<file path="src/rtl/riscv_dmi_pkg.sv">
// Shared types for the DMI arbiter: address width, op/status encodings,
// latched request/response records and the sequencer state encoding.
// No ports; imported by riscv_rr_arb2 and riscv_dmi_arbiter.
package riscv_dmi_pkg;

  localparam int DMI_ABITS = 7;

  typedef enum logic [1:0] {
    DMI_OP_NOP   = 2'd0,
    DMI_OP_READ  = 2'd1,
    DMI_OP_WRITE = 2'd2
  } dmi_op_e;

  typedef enum logic [1:0] {
    DMI_ST_OK     = 2'd0,
    DMI_ST_FAILED = 2'd2,
    DMI_ST_BUSY   = 2'd3
  } dmi_status_e;

  // op is kept as raw bits: the reserved encoding 3 must survive latching.
  typedef struct packed {
    logic [DMI_ABITS-1:0] addr;
    logic [31:0]          data;
    logic [1:0]           op;
  } dmi_req_t;

  // op carries whatever status the DM returned, so it is raw bits too.
  typedef struct packed {
    logic [31:0] data;
    logic [1:0]  op;
  } dmi_resp_t;

  typedef enum logic [1:0] {
    ST_IDLE  = 2'd0,
    ST_ISSUE = 2'd1,
    ST_WAIT  = 2'd2,
    ST_RESP  = 2'd3
  } dmi_arb_state_e;

endpackage

</file>
<file path="src/rtl/riscv_rr_arb2.sv">
// Combinational two-way round-robin picker.
// Ports: valid_i[1:0] requests, last_grant_i previous winner,
//        grant_o winning index, grant_valid_o any request present.
module riscv_rr_arb2 (
  input  logic [1:0] valid_i,
  input  logic       last_grant_i,
  output logic       grant_o,
  output logic       grant_valid_o
);

  // On a tie the requester that did not win last time gets the grant.
  assign grant_o       = (&valid_i) ? ~last_grant_i : valid_i[1];
  assign grant_valid_o = |valid_i;

endmodule

</file>
<file path="src/rtl/riscv_dmi_arbiter.sv">
// Two-requester DMI arbiter/sequencer: round-robin grant, one transaction in
// flight, NOP/reserved ops completed locally, optional DM timeout.
// Ports: tck_i/ntrst_i clock and async active-low reset; req0/req1 request
//        ports; resp0/resp1 response ports with shared resp_data_o/resp_op_o;
//        dm_* request/response channel to the Debug Module.
// Build macro RISCV_DMI_ARB_TIMEOUT_EN enables the TIMEOUT_CYCLES watchdog.
module riscv_dmi_arbiter
  import riscv_dmi_pkg::*;
#(
  parameter int unsigned TIMEOUT_CYCLES = 64
) (
  input  logic                 tck_i,
  input  logic                 ntrst_i,
  input  logic                 req0_valid_i,
  output logic                 req0_ready_o,
  input  logic [DMI_ABITS-1:0] req0_addr_i,
  input  logic [31:0]          req0_data_i,
  input  logic [1:0]           req0_op_i,
  input  logic                 req1_valid_i,
  output logic                 req1_ready_o,
  input  logic [DMI_ABITS-1:0] req1_addr_i,
  input  logic [31:0]          req1_data_i,
  input  logic [1:0]           req1_op_i,
  output logic                 resp0_valid_o,
  input  logic                 resp0_ready_i,
  output logic                 resp1_valid_o,
  input  logic                 resp1_ready_i,
  output logic [31:0]          resp_data_o,
  output logic [1:0]           resp_op_o,
  output logic                 dm_req_valid_o,
  input  logic                 dm_req_ready_i,
  output logic [DMI_ABITS-1:0] dm_addr_o,
  output logic [31:0]          dm_data_o,
  output logic [1:0]           dm_op_o,
  input  logic                 dm_resp_valid_i,
  input  logic [31:0]          dm_resp_data_i,
  input  logic [1:0]           dm_resp_op_i
);

  dmi_arb_state_e state_q, state_d;
  dmi_req_t       req_q, req_d, win_req;
  dmi_resp_t      resp_q, resp_d;
  logic           gid_q, gid_d;
  logic           last_q, last_d;
  logic           grant, grant_vld;
  logic           timeout;

  riscv_rr_arb2 u_arb (
    .valid_i       ({req1_valid_i, req0_valid_i}),
    .last_grant_i  (last_q),
    .grant_o       (grant),
    .grant_valid_o (grant_vld)
  );

  always_comb begin
    win_req = '0;
    if (grant) begin
      win_req.addr = req1_addr_i;
      win_req.data = req1_data_i;
      win_req.op   = req1_op_i;
    end else begin
      win_req.addr = req0_addr_i;
      win_req.data = req0_data_i;
      win_req.op   = req0_op_i;
    end
  end

`ifdef RISCV_DMI_ARB_TIMEOUT_EN
  localparam logic [15:0] TMO_LAST = 16'(TIMEOUT_CYCLES - 1);
  logic [15:0] cnt_q, cnt_d;

  // Held at zero while idle so it reads 0 on the first ISSUE cycle.
  always_comb begin
    cnt_d = cnt_q;
    if (state_q == ST_IDLE) begin
      cnt_d = '0;
    end else if (state_q == ST_ISSUE || state_q == ST_WAIT) begin
      cnt_d = cnt_q + 16'd1;
    end
  end

  always_ff @(posedge tck_i or negedge ntrst_i) begin
    if (!ntrst_i) cnt_q <= '0;
    else          cnt_q <= cnt_d;
  end

  assign timeout = (state_q == ST_ISSUE || state_q == ST_WAIT) && (cnt_q == TMO_LAST);
`else
  logic unused_tmo;
  assign unused_tmo = ^TIMEOUT_CYCLES;
  assign timeout    = 1'b0;
`endif

  always_comb begin
    state_d = state_q;
    req_d   = req_q;
    resp_d  = resp_q;
    gid_d   = gid_q;
    last_d  = last_q;
    case (state_q)
      ST_IDLE: begin
        if (grant_vld) begin
          req_d = win_req;
          gid_d = grant;
          if (win_req.op == DMI_OP_READ || win_req.op == DMI_OP_WRITE) begin
            state_d = ST_ISSUE;
          end else begin
            state_d     = ST_RESP;
            resp_d.data = '0;
            resp_d.op   = (win_req.op == 2'd3) ? DMI_ST_FAILED : DMI_ST_OK;
          end
        end
      end
      ST_ISSUE: begin
        // Timeout outranks a same-cycle accept: the late reply is dropped.
        if (timeout) begin
          state_d     = ST_RESP;
          resp_d.data = '0;
          resp_d.op   = DMI_ST_FAILED;
        end else if (dm_req_ready_i) begin
          state_d = ST_WAIT;
        end
      end
      ST_WAIT: begin
        // A real response beats a coincident timeout.
        if (dm_resp_valid_i) begin
          state_d     = ST_RESP;
          resp_d.data = dm_resp_data_i;
          resp_d.op   = dm_resp_op_i;
        end else if (timeout) begin
          state_d     = ST_RESP;
          resp_d.data = '0;
          resp_d.op   = DMI_ST_FAILED;
        end
      end
      ST_RESP: begin
        if (gid_q ? resp1_ready_i : resp0_ready_i) begin
          last_d  = gid_q;
          state_d = ST_IDLE;
        end
      end
      default: state_d = ST_IDLE;
    endcase
  end

  always_ff @(posedge tck_i or negedge ntrst_i) begin
    if (!ntrst_i) begin
      state_q <= ST_IDLE;
      req_q   <= '0;
      resp_q  <= '0;
      gid_q   <= 1'b0;
      last_q  <= 1'b1;
    end else begin
      state_q <= state_d;
      req_q   <= req_d;
      resp_q  <= resp_d;
      gid_q   <= gid_d;
      last_q  <= last_d;
    end
  end

  assign req0_ready_o   = (state_q == ST_IDLE) && grant_vld && !grant;
  assign req1_ready_o   = (state_q == ST_IDLE) && grant_vld && grant;
  assign dm_req_valid_o = (state_q == ST_ISSUE);
  assign dm_addr_o      = req_q.addr;
  assign dm_data_o      = req_q.data;
  assign dm_op_o        = req_q.op;
  assign resp0_valid_o  = (state_q == ST_RESP) && !gid_q;
  assign resp1_valid_o  = (state_q == ST_RESP) && gid_q;
  assign resp_data_o    = resp_q.data;
  assign resp_op_o      = resp_q.op;

endmodule
</file>
<file path="config.mk">
export PLATFORM = sky130hd
export DESIGN_NAME = riscv_dmi_arbiter
export DESIGN_NICKNAME = d
export VERILOG_FILES = /design/src/rtl/riscv_dmi_pkg.sv /design/src/rtl/riscv_rr_arb2.sv /design/src/rtl/riscv_dmi_arbiter.sv
export SDC_FILE = /design/constraint.sdc
export NUM_CORES = 1
export LEC_CHECK = 0
export CORE_MARGIN = 3
export CORE_UTILIZATION = 42
export CTS_BUF_LIST = sky130_fd_sc_hd__clkbuf_16
export DETAILED_ROUTE_END_ITERATION = 6
export HOLD_SLACK_MARGIN = 0.05
export PLACE_DENSITY = 0.89
export SLEW_MARGIN = 20
export SYNTH_ARGS = -nofsm -noshare
export SYNTH_HDL_FRONTEND = slang
export SYNTH_SLANG_ARGS = --single-unit
</file>
<file path="constraint.sdc">
create_clock -name tck_i -period 6.3 [get_ports tck_i]
set_input_delay 0.63 -clock tck_i [delete_from_list [all_inputs] [get_ports tck_i]]
set_output_delay 0.63 -clock tck_i [all_outputs]
set_load 0.1 [all_outputs]
</file>
==> out/summary.md, run 1 <==
• **CP required** 5.67 ns
• **synth unique cells** 27
• **total of cells resized after clock tree synthesis** 0
• **vias per inst** 5.10
• **crit path DAT** 3.45 ns
• **total gr overflow** 0
• **sequential share of the synthesized area** 54.7%
• **Num Clock Sinks** 79
• **fraction of final layout cells with drive strength greater than 1** 5.96%
• **master cell of the clock root buffer** clkbuf_16
• **aggregate routed wire length** 10500 um
• **cell with the most instances on the worst path** clkdlybuf4s50_1
• **Initial Utilization** 43.5%
• **first-pass GRT wire length** 16800 um
• **overall fraction of global-route tracks in use** 21.6%
• **Startpoint Class** input pin
• **final core utilization** 71.6%
• **min Tclk post-route** 4.08 ns
• **unrepaired setup endpoints after global routing** no
• **DR WL/cell** 16.8 um
• **number of synthesized register bits** 79
• **depth of the worst register-to-register path** 8
• **Worst R2R Setup Slack** 3.68 ns
• **Slew Viols, Final** 0
• **met3 Resource Use GR** 4.60%
• **cell area after synthesis** 3610 um^2
• **postcts setup bufs** 0
• **number of nets in the synthesized netlist** 447
• **count of nets after finishing** 645
• **placed wire-length estimate** 7870 um
• **Worst R2R Start** last_q
• **area delta synth->final** 64.3%
• **CTS Hold Buffers Added** 0
• **Initial DRT Pass Iterations** 7
• **met2 track utilization from global routing** 37.7%
• **standard-cell rows** 33
• **slew margin rel.** 31.2%
• **Max H-tree Level** 3
• **Clock Latency Late Sink** 0.32 ns
• **antenna cell count** 0
• **Critical path destination** req0_ready_o
• **Period Utilization, post-route** 64.7%
• **number of buffers inserted during clock tree synthesis** 9
• **I/O Pins** 204
• **crit-path cells** clkdlybuf4s50_1 -> nand2_1 -> a21oi_4 -> clkdlybuf4s50_1
• **floorplan die width** 98.8 um
• **Final GP Congestion** 0.845
• **result of the run** complete, but fails checks
• **initial antenna violation count** 0
• **Worst R2R End** resp_op_o[1]
• **crit path max fanout** 40
• **setup TNS after final layout** 0 ns
• **remaining design rule violation count** 1
• **start-to-end type of the worst setup path** input pin to output pin
• **area of the core** 8300 um^2
• **Max Clk Rate** 245 MHz
• **area of all sequential standard cells** 1980 um^2
• **Cells after Synth** 317
• **CTS tree** built
• **via count of the first global-routing pass** 3360
• **count of maximum capacitance violations** 0
• **per-instance average area after synthesis** 11.4 um^2
• **synth warn** 0
• **crit end category** output pin
• **Routed Antenna Nets** 0
• **Filler cells** 597
• **final setup violating endpoints** 0
• **routing usage on met1** 26.0%
• **Crit path largest cell delay** 1.30 ns
• **classification of the worst-slack hold path** input pin to async pin
• **most used routing layer in global routing** met2
• **Clock Skew** 0.00594 ns
• **Slew @ Worst Pin** 1.03 ns
• **combined area of the multi-input logic cells** 1190 um^2
• **die height** 98.8 um
• **Final Hold Vio Count** 0
• **Non-Filler Instances** 625
• **placed insts** 609
• **CTS max path bufs** 2
• **area of the die** 9750 um^2
• **clock transition at the register clock pins on the worst setup and hold paths after CTS** 0.06 ns
• **Crit-path slowest cell** clkdlybuf4s50_1
• **pin count of the biggest net entering global routing** 80
• **initial detailed-routing violation count** 188
• **Port Buffers** 203
• **total number of vias** 3188
• **failing checks** design-rule violations
• **Worst Setup SP** req0_valid_i
[how the worst min path moves through the flow]
stage,start,end,slack [ns],cells after the start
6_report,ntrst_i,dm_addr_o[2],0.47,1
5_1_grt,dm_op_o[1],dm_op_o[1],0.54,1
4_1_cts,ntrst_i,dm_addr_o[2],0.51,1
3_5_place_dp,dm_data_o[17],dm_data_o[17],0.49,2
3_3_place_gp,dm_data_o[31],dm_data_o[31],0.49,2
2_1_floorplan,ntrst_i,dm_addr_o[0],0.33,0
[worst max-delay path: cells and delay by family]
family / cells / cell delay, ns
and+or+nand+nor: 1 / 0.13
buffers and inverters: 2 / 1.88
AOI/OAI and AO/OA: 1 / 0.79
[per-stage QoR]
| step | cell area (um^2) | setup WS, ns | hold WS (ns) |
|---|---|---|---|
| floorplan | 3610 | 3.68 | 0.334 |
| global placement | 5650 | 2.35 | 0.486 |
| detailed placement | 5650 | 2.25 | 0.492 |
| CTS | 5940 | 2.25 | 0.507 |
| global route | 5940 | 2.09 | 0.536 |
| finish | 5940 | 2.22 | 0.465 |
[synth_stat cells]
cell / instances / share of area (%)
nand2b_1: 1 / 0.17
dfstp_2: 1 / 0.73
nor2b_1: 2 / 0.35
a2111oi_4: 1 / 0.76
a21oi_4: 1 / 0.45
buf_12: 3 / 1.7
inv_1: 76 / 7.9
a21o_1: 1 / 0.21
o211ai_1: 1 / 0.21
buf_2: 2 / 0.28
a21boi_2: 1 / 0.31
a21oi_1: 4 / 0.55
nor2b_2: 1 / 0.24
and2_1: 2 / 0.35
mux2i_1: 35 / 9.7
mux2_2: 3 / 0.93
nor3b_1: 1 / 0.21
buf_6: 6 / 1.9
mux2_4: 1 / 0.42
clkbuf_1: 9 / 0.93
ha_1: 6 / 2.1
a222oi_1: 39 / 11
o21ai_1: 3 / 0.42
nand2_1: 35 / 3.6
mux2_1: 2 / 0.62
dfrtp_1: 78 / 54
nor2_1: 2 / 0.21
[layout make-up]
class	count	area share (%)
Timing Repair Buffer	207	34.7
Sequential cell	79	33.3
Tap cell	105	2.21
Inverter	76	4.80
Clock buffer	9	3.79
Clock inverter	7	1.10
Multi-Input combinational cell	142	20.1
[logic make-up (layout without fill, tap and decap cells)]
family	Yosys count	after routing	synth area share, %
buffers and inverters	96	299	12.6
flip-flops	79	79	54.7
AO/OA/AOI/OAI	51	51	13.7
AND/OR/NAND/NOR	44	44	5.16
multiplexers	41	41	11.7
adder cells (fa/ha/maj)	6	6	2.08
[registers in the layout, summed over array words and instances (netlist names)]
| signal | cells |
|---|---|
| state_q | 2 |
| last_q | 1 |
| gid_q | 1 |
| dm_addr_o | 7 |
| resp_data_o | 32 |
| resp_op_o | 2 |
| dm_op_o | 2 |
| dm_data_o | 32 |
[layer usage]
metal  part of all wire (%)  wire (um)
met1                     39       4120
met2                     52       5420
met3                    6.1        635
met4                    3.0        313
met5                      0          0
[placed cells by master, fill, tap and decap left out]
master,count
clkdlybuf4s50_1,202
dfrtp_1,78
inv_1,77
a222oi_1,39
nand2_1,35
mux2i_1,35
clkbuf_16,9
ha_1,6
buf_4,5
a21oi_1,3
mux2_2,3
clkinv_2,3
mux2_1,2
nor2b_1,2
and2_1,2
a21oi_4,2
o21ai_1,2
nor2_1,2
a21boi_2,1
o211ai_1,1
nand2b_1,1
nor2b_2,1
nor3b_1,1
a2111oi_4,1
o21ai_2,1
mux2_4,1
a21o_1,1
clkinv_4,1
clkinvlp_4,1
bufinv_16,1
dfstp_2,1
Power of run 1 is left out: the tool's default activity adds up to more than one toggle a clock period on the data nets, which glitch-free logic cannot reach.
==> run 2, diff against run 1 <==
--- a/config.mk
+++ b/config.mk
@@ -6,11 +6,11 @@
 export NUM_CORES = 1
 export LEC_CHECK = 0
 export CORE_MARGIN = 3
-export CORE_UTILIZATION = 42
+export CORE_UTILIZATION = 35
 export CTS_BUF_LIST = sky130_fd_sc_hd__clkbuf_16
 export DETAILED_ROUTE_END_ITERATION = 6
 export HOLD_SLACK_MARGIN = 0.05
-export PLACE_DENSITY = 0.89
+export PLACE_DENSITY = 0.79
 export SLEW_MARGIN = 20
 export SYNTH_ARGS = -nofsm -noshare
 export SYNTH_HDL_FRONTEND = slang
==> constraint.sdc (replaced) <==
create_clock -name tck_i -period 3.5 [get_ports tck_i]
set_input_delay 0.35 -clock tck_i [delete_from_list [all_inputs] [get_ports tck_i]]
set_output_delay 0.35 -clock tck_i [all_outputs]
set_load 0.1 [all_outputs]
==> out/summary.md, run 2 (synthesized netlist as in run 1, its figures left out) <==
• **total of cells resized after clock tree synthesis** 0
• **first-pass GRT wire length** 16800 um
• **Max Clk Rate** 365 MHz
• **postcts setup bufs** 0
• **Clock Latency Late Sink** 0.33 ns
• **Final Hold Vio Count** 0
• **count of maximum capacitance violations** 0
• **Initial Utilization** 36.5%
• **Initial DRT Pass Iterations** 7
• **start-to-end type of the worst setup path** input pin to output pin
• **floorplan die width** 108 um
• **Filler cells** 851
• **CTS max path bufs** 2
• **overall fraction of global-route tracks in use** 18.5%
• **Worst R2R Start** last_q
• **setup TNS after final layout** 0 ns
• **unrepaired setup endpoints after global routing** no
• **I/O Pins** 204
• **total number of vias** 3151
• **die height** 108 um
• **result of the run** complete, no violations
• **crit path DAT** 2.39 ns
• **CP required** 3.15 ns
• **total gr overflow** 0
• **crit end category** output pin
• **most common cell after layout, fill and taps aside** clkdlybuf4s50_1
• **initial detailed-routing violation count** 452
• **initial antenna violation count** 0
• **min Tclk post-route** 2.74 ns
• **clock transition at the register clock pins on the worst setup and hold paths after CTS** 0.06 ns
• **Final GP Congestion** 0.827
• **number of buffers inserted during clock tree synthesis** 9
• **area of the core** 9910 um^2
• **area of the die** 11600 um^2
• **Slew Viols, Final** 0
• **placed wire-length estimate** 8100 um
• **Port Buffers** 203
• **classification of the worst-slack hold path** input pin to async pin
• **Worst Setup SP** req1_valid_i
• **vias per inst** 4.81
• **Clock Skew** 0.00952 ns
• **final setup violating endpoints** 0
• **aggregate routed wire length** 10700 um
• **Routed Antenna Nets** 0
• **crit path max fanout** 17
• **Num Clock Sinks** 79
• **standard-cell rows** 36
• **antenna cell count** 0
• **Startpoint Class** input pin
• **DR WL/cell** 16.3 um
• **count of nets after finishing** 647
• **via count of the first global-routing pass** 3314
• **CTS Hold Buffers Added** 0
• **master cell of the clock root buffer** clkbuf_16
• **CTS tree** built
• **Max H-tree Level** 3
• **Slew @ Worst Pin** 1.00 ns
• **pin count of the biggest net entering global routing** 80
• **remaining design rule violation count** 0
• **area delta synth->final** 66.3%
• **leading cell types in the layout, fill and taps excluded** clkdlybuf4s50_1, inv_1, dfrtp_1
• **fraction of final layout cells with drive strength greater than 1** 6.90%
• **Period Utilization, post-route** 78.3%
• **slew margin rel.** 33.0%
==> run 2: cell types whose count changed in the layout (fill, tap and decap cells not counted), moves of 2 or more <==
cell	change
clkdlybuf4s50_1	-5
clkinv_2	-2
inv_1	+2
buf_12	+2
buf_4	+4
==> run 2: worst paths after layout <==
kind,endpoint,slack [ns],cells after the start
max reg2reg,resp_op_o[1],1.11,8
min in group tck_i,dm_addr_o[5],0.50,2
min,resp_data_o[7],0.07,1
min reg2reg,dm_addr_o[5],0.50,2
max in group asynchronous,dm_data_o[3],2.96,1
max,req1_ready_o,0.76,5
==> run 2: critical path, cell delays in order <==
cell and delay [ns]:
clkdlybuf4s50_1 0.65, a21boi_2 0.28, and2_1 0.65, buf_4 0.28, buf_12 0.18
==> run 2: area by class of cell <==
class | count | area, um^2 | area share (%)
Tap cell | 133 | 166 | 2.77
Clock inverter | 7 | 61.3 | 1.02
Sequential cell | 79 | 1980 | 32.9
Timing Repair Buffer | 209 | 2090 | 34.8
Inverter | 76 | 285 | 4.75
Clock buffer | 9 | 225 | 3.75
Multi-Input combinational cell | 142 | 1200 | 20.0
==> run 2: per-layer routing <==
metal | GRT usage, % | part of all wire [%]
met1 | 22.0 | 38
met2 | 32.3 | 52
met3 | 6.48 | 8.4
met4 | 3.79 | 1.2
met5 | 0 | 0
==> run 2: metrics by stage <==
step / setup WS [ns] / hold WS [ns] / instance area (um^2) / std cells / util (%)
detailed placement: 0.486 / 0.491 / 5720 / 639 / 57.7
CTS: 0.756 / 0.228 / 6000 / 655 / 60.6
global placement: 0.517 / 0.489 / 5720 / 639 / 57.7
global route: 0.668 / 0.125 / 6010 / 655 / 60.6
finish: 0.759 / 0.0650 / 6010 / 655 / 60.6
floorplan: 1.16 / 0.0544 / 3610 / 317 / -
Power of run 2 is left out for the same reason.
==> run 3, diff against run 2 <==
==> constraint.sdc (replaced) <==
create_clock -name tck_i -period 2.35 [get_ports tck_i]
set_input_delay 0.235 -clock tck_i [delete_from_list [all_inputs] [get_ports tck_i]]
set_output_delay 0.235 -clock tck_i [all_outputs]
set_load 0.1 [all_outputs]
==> out/summary.md, run 3 (synthesized netlist as in run 1, its figures left out) <==
• **start-to-end type of the worst setup path** register to register
• **vias per inst** 4.84
• **Slew @ Worst Pin** 0.724 ns
• **Hold Startpoint** dm_resp_data_i[29]
• **Routed Antenna Nets** 0
• **Max Clk Rate** 442 MHz
• **Clock Latency Late Sink** 0.32 ns
• **antenna cell count** 0
• **Final Hold Vio Count** 0
• **first-pass GRT wire length** 16000 um
• **Initial DRT Pass Iterations** 7
• **slew margin rel.** 51.7%
• **Port Buffers** 203
• **CP required** 2.55 ns
• **final setup violating endpoints** 0
• **initial detailed-routing violation count** 307
• **Worst R2R Start** last_q
• **classification of the worst-slack hold path** input pin to register
• **aggregate routed wire length** 11100 um
• **most common cell after layout, fill and taps aside** clkdlybuf4s50_1
• **leading cell types in the layout, fill and taps excluded** clkdlybuf4s50_1, buf_4, dfrtp_1
• **fraction of final layout cells with drive strength greater than 1** 23.5%
• **Max H-tree Level** 3
• **area of the die** 11600 um^2
• **Period Utilization, post-route** 96.3%
• **failing checks** design-rule violations
• **crit path DAT** 2.46 ns
• **crit path max fanout** 4
• **standard-cell rows** 36
• **clock transition at the register clock pins on the worst setup and hold paths after CTS** 0.06 ns
• **pin count of the biggest net entering global routing** 80
• **Final GP Congestion** 0.717
• **Startpoint Class** register
• **count of maximum capacitance violations** 0
• **crit end category** register
• **initial antenna violation count** 0
• **via count of the first global-routing pass** 3217
• **hold path depth** 3
• **number of buffers inserted during clock tree synthesis** 9
• **I/O Pins** 204
• **Initial Utilization** 36.5%
• **Num Clock Sinks** 79
• **floorplan die width** 108 um
• **Worst R2R Setup Slack** 0.09 ns
• **DR WL/cell** 16.7 um
• **total number of vias** 3221
• **placed wire-length estimate** 7950 um
• **area delta synth->final** 68.0%
• **Crit path largest cell delay** 0.58 ns
• **sink of the worst hold path** resp_data_o[29]
• **master cell of the clock root buffer** clkbuf_16
• **Clock Skew** 0.0101 ns
• **CTS tree** built
• **total gr overflow** 0
• **overall fraction of global-route tracks in use** 17.6%
• **die height** 108 um
• **min Tclk post-route** 2.26 ns
• **depth of the worst register-to-register path** 9
• **remaining design rule violation count** 2
• **area of the core** 9910 um^2
• **CTS max path bufs** 2
• **Filler cells** 821
• **count of nets after finishing** 658
• **setup TNS after final layout** 0 ns
• **Crit-path slowest cell** dfstp_2
• **result of the run** complete, but fails checks
• **Worst R2R End** resp_op_o[1]
• **Slew Viols, Final** 0
• **crit-path cells** a21boi_4 -> mux2_4 -> ha_4 -> inv_2 -> o211ai_1 -> a21oi_4 -> buf_6 -> buf_6 -> mux2_4
[run 3: cell types whose count changed in the layout (fill, tap and decap cells not counted), moves of 2 or more]
cell | previous run | this run
clkdlybuf4s50_1 | 197 | 122
clkinvlp_4 | 2 | 0
inv_1 | 79 | 76
clkbuf_16 | 9 | 12
buf_12 | 2 | 7
buf_6 | 1 | 4
mux2_1 | 2 | 0
buf_4 | 9 | 83
[run 3: layout make-up]
| cell class | instances | area, um^2 | area share [%] |
|---|---|---|---|
| multi-input combinational | 142 | 1220 | 20.2 |
| inverter | 76 | 285 | 4.70 |
| clock inverter | 6 | 77.6 | 1.28 |
| sequential | 79 | 1980 | 32.6 |
| tap | 133 | 166 | 2.74 |
| timing repair buffer | 220 | 2110 | 34.8 |
| clock buffer | 9 | 225 | 3.71 |
[run 3: layer usage]
| layer | GRT usage [%] | share of wire (%) | vias to the layer above | wire (um) |
|---|---|---|---|---|
| li1 | - | - | 1505 | - |
| met1 | 20.4 | 40 | 1544 | 4500 |
| met2 | 30.7 | 50 | 153 | 5620 |
| met3 | 5.22 | 7.7 | 19 | 855 |
| met4 | 5.95 | 1.4 | 0 | 156 |
| met5 | 0 | 0 | - | 0 |
[run 3: stage by stage]
stage / setup slack, ns / std cells / utilization (%) / hold slack [ns] / instance area [um^2]
2_1_floorplan: 0.122 / 317 / - / -0.0606 / 3610
3_3_place_gp: -0.176 / 642 / 56.5 / 0.457 / 5600
3_5_place_dp: -0.272 / 642 / 56.5 / 0.473 / 5600
4_1_cts: 0.0372 / 657 / 59.6 / 0.120 / 5910
5_1_grt: -0.00872 / 665 / 61.3 / 0.477 / 6070
6_report: 0.0877 / 665 / 61.3 / 0.466 / 6070
[run 3: how the worst max path moves through the flow]
| stage | cells past startpoint | start | slack, ns | endpoint |
|---|---|---|---|---|
| 6_report | 9 | last_q | 0.09 | resp_op_o[1] |
| 5_1_grt | 9 | last_q | -0.009 | resp_op_o[1] |
| 4_1_cts | 8 | last_q | 0.04 | resp_data_o[19] |
| 3_5_place_dp | 9 | req1_valid_i | -0.27 | resp_data_o[19] |
| 3_3_place_gp | 9 | req1_valid_i | -0.18 | resp_data_o[6] |
| 2_1_floorplan | 2 | state_q[1] | 0.12 | resp0_valid_o |
[run 3: worst max-delay path: cells and delay by family, from the launching register on]
family / cells / cell delay [ns]
flip-flops: 1 / 0.58
multiplexers: 2 / 0.60
AO/OA/AOI/OAI: 3 / 0.46
buffers and inverters: 3 / 0.26
adder cells (fa/ha/maj): 1 / 0.24
[run 3: timing repair]
action                                  in CTS  in global routing
setup buffers                                0                  3
hold buffers                                 0                  1
endpoints found under the setup margin       0                 31
endpoints found under the hold margin        0                 78
resized for setup                            0                  8
Power of run 3 is left out for the same reason.
